File: config.mk
export PLATFORM = sky130hd
export DESIGN_NAME = lsu_mem_port
export DESIGN_NICKNAME = d
export VERILOG_FILES = /design/src/rtl/lsu_mem_port_pkg.sv /design/src/rtl/lsu_mem_port_lane_align.sv /design/src/rtl/lsu_mem_port.sv
export SDC_FILE = /design/constraint.sdc
export NUM_CORES = 1
export LEC_CHECK = 0
export CAP_MARGIN = 20
export CORE_AREA = 2 2 154 156
export CTS_BUF_LIST = sky130_fd_sc_hd__clkbuf_8
export CTS_CLUSTER_DIAMETER = 200
export CTS_CLUSTER_SIZE = 28
export DETAILED_ROUTE_END_ITERATION = 8
export DIE_AREA = 0 0 156 158
export RECOVER_POWER = 50
export SYNTH_ARGS = -nofsm -noshare
export SYNTH_HDL_FRONTEND = slang
export SYNTH_HIERARCHICAL = 1
export SYNTH_SLANG_ARGS = --single-unit
File: constraint.sdc
create_clock -name clk -period 5.2 [get_ports clk]
set_input_delay 0.78 -clock clk [delete_from_list [all_inputs] [get_ports clk]]
set_output_delay 0.78 -clock clk [all_outputs]
set_load 0.02 [all_outputs]
File: src/rtl/lsu_mem_port_pkg.sv
// Shared mask codes, FSM state encoding and the request legality check for
// the load/store memory port. The decode stage uses the same mask codes.
package lsu_mem_port_pkg;

  localparam logic [7:0] WBYTE = 8'h01;
  localparam logic [7:0] WHALF = 8'h03;
  localparam logic [7:0] WWORD = 8'h0F;

  localparam logic [2:0] LOADW  = 3'd0;
  localparam logic [2:0] LOADH  = 3'd1;
  localparam logic [2:0] LOADHU = 3'd2;
  localparam logic [2:0] LOADB  = 3'd3;
  localparam logic [2:0] LOADBU = 3'd4;

  localparam int TIMEOUT_DEFAULT = 255;

  typedef enum logic [2:0] {
    ST_IDLE  = 3'd0,
    ST_WREQ  = 3'd1,
    ST_RREQ  = 3'd2,
    ST_RWAIT = 3'd3,
    ST_RESP  = 3'd4,
    ST_ERR   = 3'd5
  } state_e;

  // Exactly one access kind, a known mask code, and natural alignment.
  function automatic logic req_legal(input logic       ren,
                                     input logic       wen,
                                     input logic [7:0] wm,
                                     input logic [2:0] rm,
                                     input logic [1:0] off);
    logic ok;
    ok = ren ^ wen;
    if (wen) begin
      case (wm)
        WBYTE:   ;
        WHALF:   if (off[0]) ok = 1'b0;
        WWORD:   if (off != 2'b00) ok = 1'b0;
        default: ok = 1'b0;
      endcase
    end else begin
      case (rm)
        LOADW:          if (off != 2'b00) ok = 1'b0;
        LOADH, LOADHU:  if (off[0]) ok = 1'b0;
        LOADB, LOADBU:  ;
        default:        ok = 1'b0;
      endcase
    end
    return ok;
  endfunction

endpackage

File: src/rtl/lsu_mem_port_lane_align.sv
// Byte-lane steering: store data shift and strobe, load field extract and
// sign/zero extension. Purely combinational.
module lsu_lane_align
  import lsu_mem_port_pkg::*;
(
  input  logic [1:0]  off,
  input  logic [7:0]  wmask,
  input  logic [31:0] wdata,
  output logic [3:0]  wstrb,
  output logic [31:0] wdata_lane,
  input  logic [2:0]  rmask,
  input  logic [31:0] rword,
  output logic [31:0] rdata_ext
);

  logic [31:0] field;

  always_comb begin
    wdata_lane = wdata << {off, 3'b000};
    case (wmask)
      WBYTE:   wstrb = 4'b0001 << off;
      WHALF:   wstrb = 4'b0011 << off;
      WWORD:   wstrb = 4'b1111;
      default: wstrb = 4'b0000;
    endcase
  end

  always_comb begin
    field = rword >> {off, 3'b000};
    case (rmask)
      LOADB:   rdata_ext = {{24{field[7]}}, field[7:0]};
      LOADBU:  rdata_ext = {24'h0, field[7:0]};
      LOADH:   rdata_ext = {{16{field[15]}}, field[15:0]};
      LOADHU:  rdata_ext = {16'h0, field[15:0]};
      default: rdata_ext = field;
    endcase
  end

endmodule

File: src/rtl/lsu_mem_port.sv
// Load/store unit memory port: one transaction at a time over a valid/ready
// word bus, with a bounded wait and a single-cycle response.
module lsu_mem_port
  import lsu_mem_port_pkg::*;
#(
  parameter int TIMEOUT = TIMEOUT_DEFAULT
) (
  input  logic        clk,
  input  logic        rst,
  input  logic        req_valid,
  output logic        req_ready,
  input  logic        mem_ren,
  input  logic        mem_wen,
  input  logic [7:0]  wmask,
  input  logic [2:0]  rmask,
  input  logic [31:0] addr,
  input  logic [31:0] wdata,
  output logic        resp_valid,
  output logic [31:0] rdata,
  output logic        err,
  output logic        bus_valid,
  input  logic        bus_ready,
  output logic        bus_we,
  output logic [31:0] bus_addr,
  output logic [3:0]  bus_wstrb,
  output logic [31:0] bus_wdata,
  input  logic        bus_rvalid,
  input  logic [31:0] bus_rdata
);

  localparam logic [7:0] CNT_LAST = 8'(TIMEOUT - 1);

  state_e      state_q, state_d;
  logic [7:0]  cnt_q, cnt_d;
  logic [31:0] addr_q, addr_d;
  logic [31:0] wdata_q, wdata_d;
  logic [7:0]  wmask_q, wmask_d;
  logic [2:0]  rmask_q, rmask_d;
  logic        we_q, we_d;
  logic [31:0] rdata_q, rdata_d;
  logic        ready_q, ready_d;

  logic [3:0]  lane_wstrb;
  logic [31:0] lane_wdata;
  logic [31:0] lane_rdata;

  lsu_lane_align u_align (
    .off        (addr_q[1:0]),
    .wmask      (wmask_q),
    .wdata      (wdata_q),
    .wstrb      (lane_wstrb),
    .wdata_lane (lane_wdata),
    .rmask      (rmask_q),
    .rword      (bus_rdata),
    .rdata_ext  (lane_rdata)
  );

  always_comb begin
    state_d = state_q;
    cnt_d   = cnt_q;
    addr_d  = addr_q;
    wdata_d = wdata_q;
    wmask_d = wmask_q;
    rmask_d = rmask_q;
    we_d    = we_q;
    rdata_d = rdata_q;
    case (state_q)
      ST_IDLE: begin
        if (req_valid && ready_q) begin
          addr_d  = addr;
          wdata_d = wdata;
          wmask_d = wmask;
          rmask_d = rmask;
          we_d    = mem_wen;
          cnt_d   = 8'd0;
          if (!req_legal(mem_ren, mem_wen, wmask, rmask, addr[1:0]))
            state_d = ST_ERR;
          else if (mem_wen)
            state_d = ST_WREQ;
          else
            state_d = ST_RREQ;
        end
      end
      ST_WREQ, ST_RREQ: begin
        if (bus_ready) begin
          state_d = (state_q == ST_WREQ) ? ST_RESP : ST_RWAIT;
          cnt_d   = 8'd0;
        end else if (cnt_q == CNT_LAST) begin
          state_d = ST_ERR;
        end else begin
          cnt_d = cnt_q + 8'd1;
        end
      end
      ST_RWAIT: begin
        // Read data only counts once the address phase has completed.
        if (bus_rvalid) begin
          state_d = ST_RESP;
          rdata_d = lane_rdata;
        end else if (cnt_q == CNT_LAST) begin
          state_d = ST_ERR;
        end else begin
          cnt_d = cnt_q + 8'd1;
        end
      end
      ST_RESP, ST_ERR: state_d = ST_IDLE;
      default:         state_d = ST_IDLE;
    endcase
    if (state_d == ST_ERR || (state_d == ST_RESP && state_q == ST_WREQ))
      rdata_d = 32'h0;
  end

  // Ready is a flop so it stays low through reset and rises one cycle later.
  assign ready_d = (state_d == ST_IDLE);

  always_ff @(posedge clk) begin
    if (rst) begin
      state_q <= ST_IDLE;
      cnt_q   <= 8'd0;
      addr_q  <= 32'h0;
      wdata_q <= 32'h0;
      wmask_q <= 8'h0;
      rmask_q <= 3'd0;
      we_q    <= 1'b0;
      rdata_q <= 32'h0;
      ready_q <= 1'b0;
    end else begin
      state_q <= state_d;
      cnt_q   <= cnt_d;
      addr_q  <= addr_d;
      wdata_q <= wdata_d;
      wmask_q <= wmask_d;
      rmask_q <= rmask_d;
      we_q    <= we_d;
      rdata_q <= rdata_d;
      ready_q <= ready_d;
    end
  end

  assign req_ready  = ready_q;
  assign bus_valid  = (state_q == ST_WREQ) || (state_q == ST_RREQ);
  assign bus_we     = bus_valid && we_q;
  assign bus_addr   = {addr_q[31:2], 2'b00};
  assign bus_wstrb  = bus_we ? lane_wstrb : 4'b0000;
  assign bus_wdata  = bus_we ? lane_wdata : 32'h0;
  assign resp_valid = (state_q == ST_RESP) || (state_q == ST_ERR);
  assign err        = (state_q == ST_ERR);
  assign rdata      = rdata_q;

endmodule

== Word level (Yosys, flattened, before mapping) ==
Cells that the tools add are included.
Cells by class
  add/subtract/negate cells: 1
  multiply operators: 0
  divide/modulo/power cells: 0
  magnitude comparators: 0
  equal/unequal tests: 24
  shift-type cells: 4
  mux-type cells: 24
  bitwise logic cells: 1
  reduce and logical (&&, ||, !) cells: 18
Operators by type and width (number)
  $pmux W32 S4: 1
  $mux W32: 1
  $mux W8: 4
  $shl A32 B5 Y32: 1
  $shr A32 B5 Y32: 1
  $pmux W8 S3: 1
  $eq A3 B2 Y1 const B: 6
  $eq A3 B3 Y1 const B: 6
  $mux W3: 6
  $eq A8 B1 Y1 const B: 2
  $eq A8 B2 Y1 const B: 2
  $eq A8 B4 Y1 const B: 2
  $pmux W4 S3: 1
  $eq A3 B1 Y1 const B: 3
  $logic_not A3 Y1: 3
  $pmux W3 S3: 1
  $add A8 B1 Y8 const B: 1
  $eq A8 B8 Y1 const B: 1
  $reduce_or A2 Y1: 4
  $pmux W1 S3: 2
  $mux W1: 5
  $mux W4: 1
  $ne A2 B2 Y1 const B: 2
  $reduce_and A2 Y1: 2
  other kinds (9): 13
Storage, ports and cells
  register bits: 120
  latch bits: 0
  bits in writable memories: 0
  bits in read-only memories: 0
  input bits: 114
  output and inout port bits: 105
  word-level logic and storage cells: 81
  memories kept: 0

== Depth between registers and ports, before layout ==
  depth in word-level cells: 13
  gate-level depth with buffers: 8
  depth with buffers taken out: 7

== By module ==
Netlist, hierarchy kept.
By module, submodules not included
  lsu_mem_port: instances 1, cells an instance 637, area an instance 5137.4 sq um, sequential area each 2402.3 sq um
  lsu_lane_align: instances 1, cells an instance 220, area an instance 1465.2 sq um, sequential area each 0.0 sq um

== Least setup slack after synthesis ==
Ideal clock, no wire load.
  path type: register to output
  from: reg addr_q[0]
  to: out bus_wdata[24]
  arrival: 1.542 ns
  data required time: 4.420 ns
  setup slack: 2.878 ns
  cell stages (with the launch flop): 8
  path buffers: 4
  cells stage by stage: dfxtp_1 -> buf_6 -> buf_4 -> buf_2 -> buf_4 -> mux2i_1 -> a21oi_1 -> and3_1
Between the ends
  word-level cells in the longest chain between the ends: 2
RTL lines
  start: declaration: RTL line lsu_mem_port.sv:35  | logic [31:0] addr_q, addr_d;
  start signal: assignment: RTL line lsu_mem_port.sv:129  | addr_q <= addr_d;
  $shl A32 B5 Y32: RTL line lsu_mem_port_lane_align.sv:19  | wdata_lane = wdata << {off, 3'b000};
  named net lane_wdata[24]: RTL line lsu_mem_port.sv:44  | logic [31:0] lane_wdata;
  $mux W32: RTL line lsu_mem_port.sv:144  | assign bus_wdata = bus_we ? lane_wdata : 32'h0;
  end: declaration: RTL line lsu_mem_port.sv:26  | output logic [31:0] bus_wdata,
The timed path passes the listed nets, and every way through them passes these cells.

== Final worst setup path ==
  from: reg addr_q[0]
  to: out bus_wstrb[2]
Between the ends
  word-level cells in the longest chain between the ends: 3
  elaborated cells on any way between the ends: 4
  those cells by class: 2 x shift; 2 x mux
RTL lines
  $shl A2 B2 Y4 / $shl A1 B2 Y4 (equally long branches): RTL line lsu_mem_port_lane_align.sv:22, lsu_mem_port_lane_align.sv:21
  $pmux W4 S3 *: RTL line lsu_mem_port_lane_align.sv:20  | case (wmask)
  named net lane_wstrb[2]: RTL line lsu_mem_port.sv:43  | logic [3:0] lane_wstrb;
  $mux W4 *: RTL line lsu_mem_port.sv:143  | assign bus_wstrb = bus_we ? lane_wstrb : 4'b0000;
  end: declaration: RTL line lsu_mem_port.sv:25  | output logic [3:0] bus_wstrb,
Mark *: on every way through the listed nets, which the timed path passes. The rest lies on a longest branch.

==> metrics <==
fraction of layout cells with a size suffix above 1 5.80%; failing checks max-capacitance violations, max-slew violations; largest family of logic cells by synthesized area simple AND/OR/NAND/NOR gates; number of global-route vias before repair 5954; Hold WC Path Type reg -> reg; Max-slew headroom -10.3%; clock insertion delay at the later pin of the skew report 0.43 ns; reg2reg start state_q[2]$_SDFF_PP0_; Tot Pwr 2.24 mW; XOR/XNOR Fraction of Synth Area 0.265%; final hold slack 0.450 ns; Reg2Reg Depth 5; Synth Area in Simple Gates 25.1%; top-area cell type share of the netlist area 36.4%; DRT iter0 DRCs between 400 and 500; Main synth FF type dfxtp_1; initial antenna violation count 2; io pins 219; Final Slew Violations between 70 and 80; core area 0.0231 sq mm; R2R Path End wdata_q[0]$_SDFFE_PP0P_; Initial Utilization ~29%; final non-filler cell total 1308; FMAX ~260 MHz; DRT Pass-1 Iters 6; Critical Path End bus_wstrb[2]; Area Overhead vs Synth 36.9%; routability cong. 0.810; Synth Area in Compound Gates 18.3%; pwr/cell area 248 mW/mm^2; Post-Syn Instances 857; die height 158 um; top cells by area, synth dfxtp_1 (36%), nand2_1 (10%), mux2i_1 (8.8%); CP required 4.42 ns; Yosys cell types just under 60; ys async rst share 0%; mux contribution to synthesized area 10.7%; clk sink count 120; Layout Skew roughly 0.013 ns; yosys warns 6; synthesis-stage register bit count 120; first-pass GRT wire length 32.9 mm; final setup TNS 0 ns; Fillers 2426; Post-CTS Setup Bufs 0; crit path DAT around 3 ns; Commonest cells post-synth nand2_1 (182), dfxtp_1 (120), a21oi_1 (108); final worst path period share 72.7%; DRC 0; clock buffer depth 2; gr usage total between 10% and 20%; via count 6338; DP Cell Count approximately 1300; register area share after synthesis 36.4%; worst-case vdd ir drop 156 uV; Cell Area, Synth 0.00660 sq mm; CTS Buf Count 17; CTS Root Cell clkbuf_8; worst slew pin tran 1.66 ns; H-tree levels 4; Synth area leader dfxtp_1; Final Hold Vio Count 0; Detailed Place HPWL 15.2 mm; min Tclk post-route 3.78 ns; port buffer count 216; Crit Path Max Fanout 41; status complete, but fails checks; Worst Setup Start Kind flip-flop; Avg Inst Size Synth 7.70 sq um; Antenna Nets Post-Route 0; Post-synth EDFFs 0; Hold-fix buffers, CTS 0; kind of critical path reg -> out; DIE AREA 0.0246 sq mm; RSZ-0062 raised after global routing no; vias per cell 4.85; nets 1120; grt ovf 0; Resized Gates After CTS 0; Max-Cap Viols 1; Reg2Reg Setup Slack 2.14 ns; cell with the most instances after synthesis nand2_1; largest net degree at the start of global routing 87; die width between 150 and 200 um; Worst-path clk slew approximately 0.070 ns; # setup viols final 0; CTS tree yes; P_leak 3.70 nW; per-cell routed wire length ~16 um; Std-Cell Rows 56; CP Launch Point addr_q[0]$_SDFFE_PP0P_; CP Capture Type output port; drt total wl around 21 mm; adder and majority gate portion of the synthesized area 0.379%
-- flip-flops by register name, summed over array words and instances, names as in the netlist --
signal / cells
addr_q: 32
cnt_q: 8
rdata: 32
req_ready: 1
rmask_q: 3
state_q: 3
wdata_q: 32
we_q: 1
wmask_q: 8
-- critical path: stages (launching register included) --
cell and delay (ns):
dfxtp_2 0.80, buf_4 0.56, a31o_1 0.23, a22oi_1 0.08
nor2_1 0.13, and3_1 0.15, clkdlybuf4s50_1 0.60
-- per-layer routing --
metal	vias to the layer above	GRT usage (%)	share of wire (%)
met5	-	0	0.061
met4	2	3.28	0.97
met3	15	6.52	8.8
met2	199	26.8	44
met1	2921	22.1	46
li1	3201	-	-
-- cell type report --
| class | count | area, sq um | area share [%] |
|---|---|---|---|
| diodes | 1 | 2.50 | 0.0277 |
| clock buffers | 20 | 275 | 3.05 |
| clock inverters | 12 | 124 | 1.37 |
| inverters | 7 | 26.3 | 0.291 |
| multi-input cells | 633 | 3610 | 40.0 |
| flip-flops and latches | 120 | 2400 | 26.6 |
| well taps | 290 | 363 | 4.01 |
| repair buffers | 225 | 2230 | 24.7 |
-- how the worst min path moves through the flow --
stage	start	to	slack (ns)	depth (start not counted)
4_1_cts	wdata_q[31]$_SDFFE_PP0P_	wdata_q[31]$_SDFFE_PP0P_	0.45	2
5_1_grt	addr_q[14]$_SDFFE_PP0P_	addr_q[14]$_SDFFE_PP0P_	0.47	2
6_report	addr_q[16]$_SDFFE_PP0P_	addr_q[16]$_SDFFE_PP0P_	0.45	2
2_1_floorplan	wdata_q[24]$_SDFFE_PP0P_	wdata_q[24]$_SDFFE_PP0P_	0.43	2
3_5_place_dp	wdata_q[31]$_SDFFE_PP0P_	wdata_q[31]$_SDFFE_PP0P_	0.44	2
3_3_place_gp	addr_q[16]$_SDFFE_PP0P_	addr_q[16]$_SDFFE_PP0P_	0.44	2
-- cell families after synthesis --
| group | after synthesis |
|---|---|
| flip-flops | 120 |
| AND/OR/NAND/NOR | 361 |
| XOR/XNOR | 2 |
| multiplexers | 68 |
| adder cells (fa/ha/maj) | 2 |
| AO/OA/AOI/OAI | 198 |
| buffers and inverters | 105 |
| other | 1 |
-- through the flow --
stage,utilization [%],setup slack (ns),cell area (sq um)
2_1_floorplan,-,2.88,6610
3_3_place_gp,37.5,1.90,8630
3_5_place_dp,37.5,1.87,8630
4_1_cts,39.2,1.40,9030
5_1_grt,39.2,1.22,9030
6_report,39.2,1.42,9040
-- cells in the final DEF, fill, tap and decap left out, drive strengths merged, types with 7 or more instances in the layout --
cell / count
a211oi: 16
a21o: 8
a21oi: 108
a221oi: 7
a32oi: 8
and2: 19
and3: 38
buf: 9
clkbuf: 21
clkdlybuf4s50: 149
dfxtp: 120
dlygate4sd3: 66
inv: 10
mux2: 10
mux2i: 58
nand2: 182
nand3: 7
nor2: 65
nor2b: 20
o21ai: 24
or2: 8
-- power breakdown --
part | switching (mW) | internal, mW | leakage [nW]
Sequential | 0.0339 | 0.949 | 0.973
Clock | 0.405 | 0.462 | 0.203
Combinational | 0.204 | 0.183 | 2.52
Note: power is estimated with default switching activity, not from simulation.
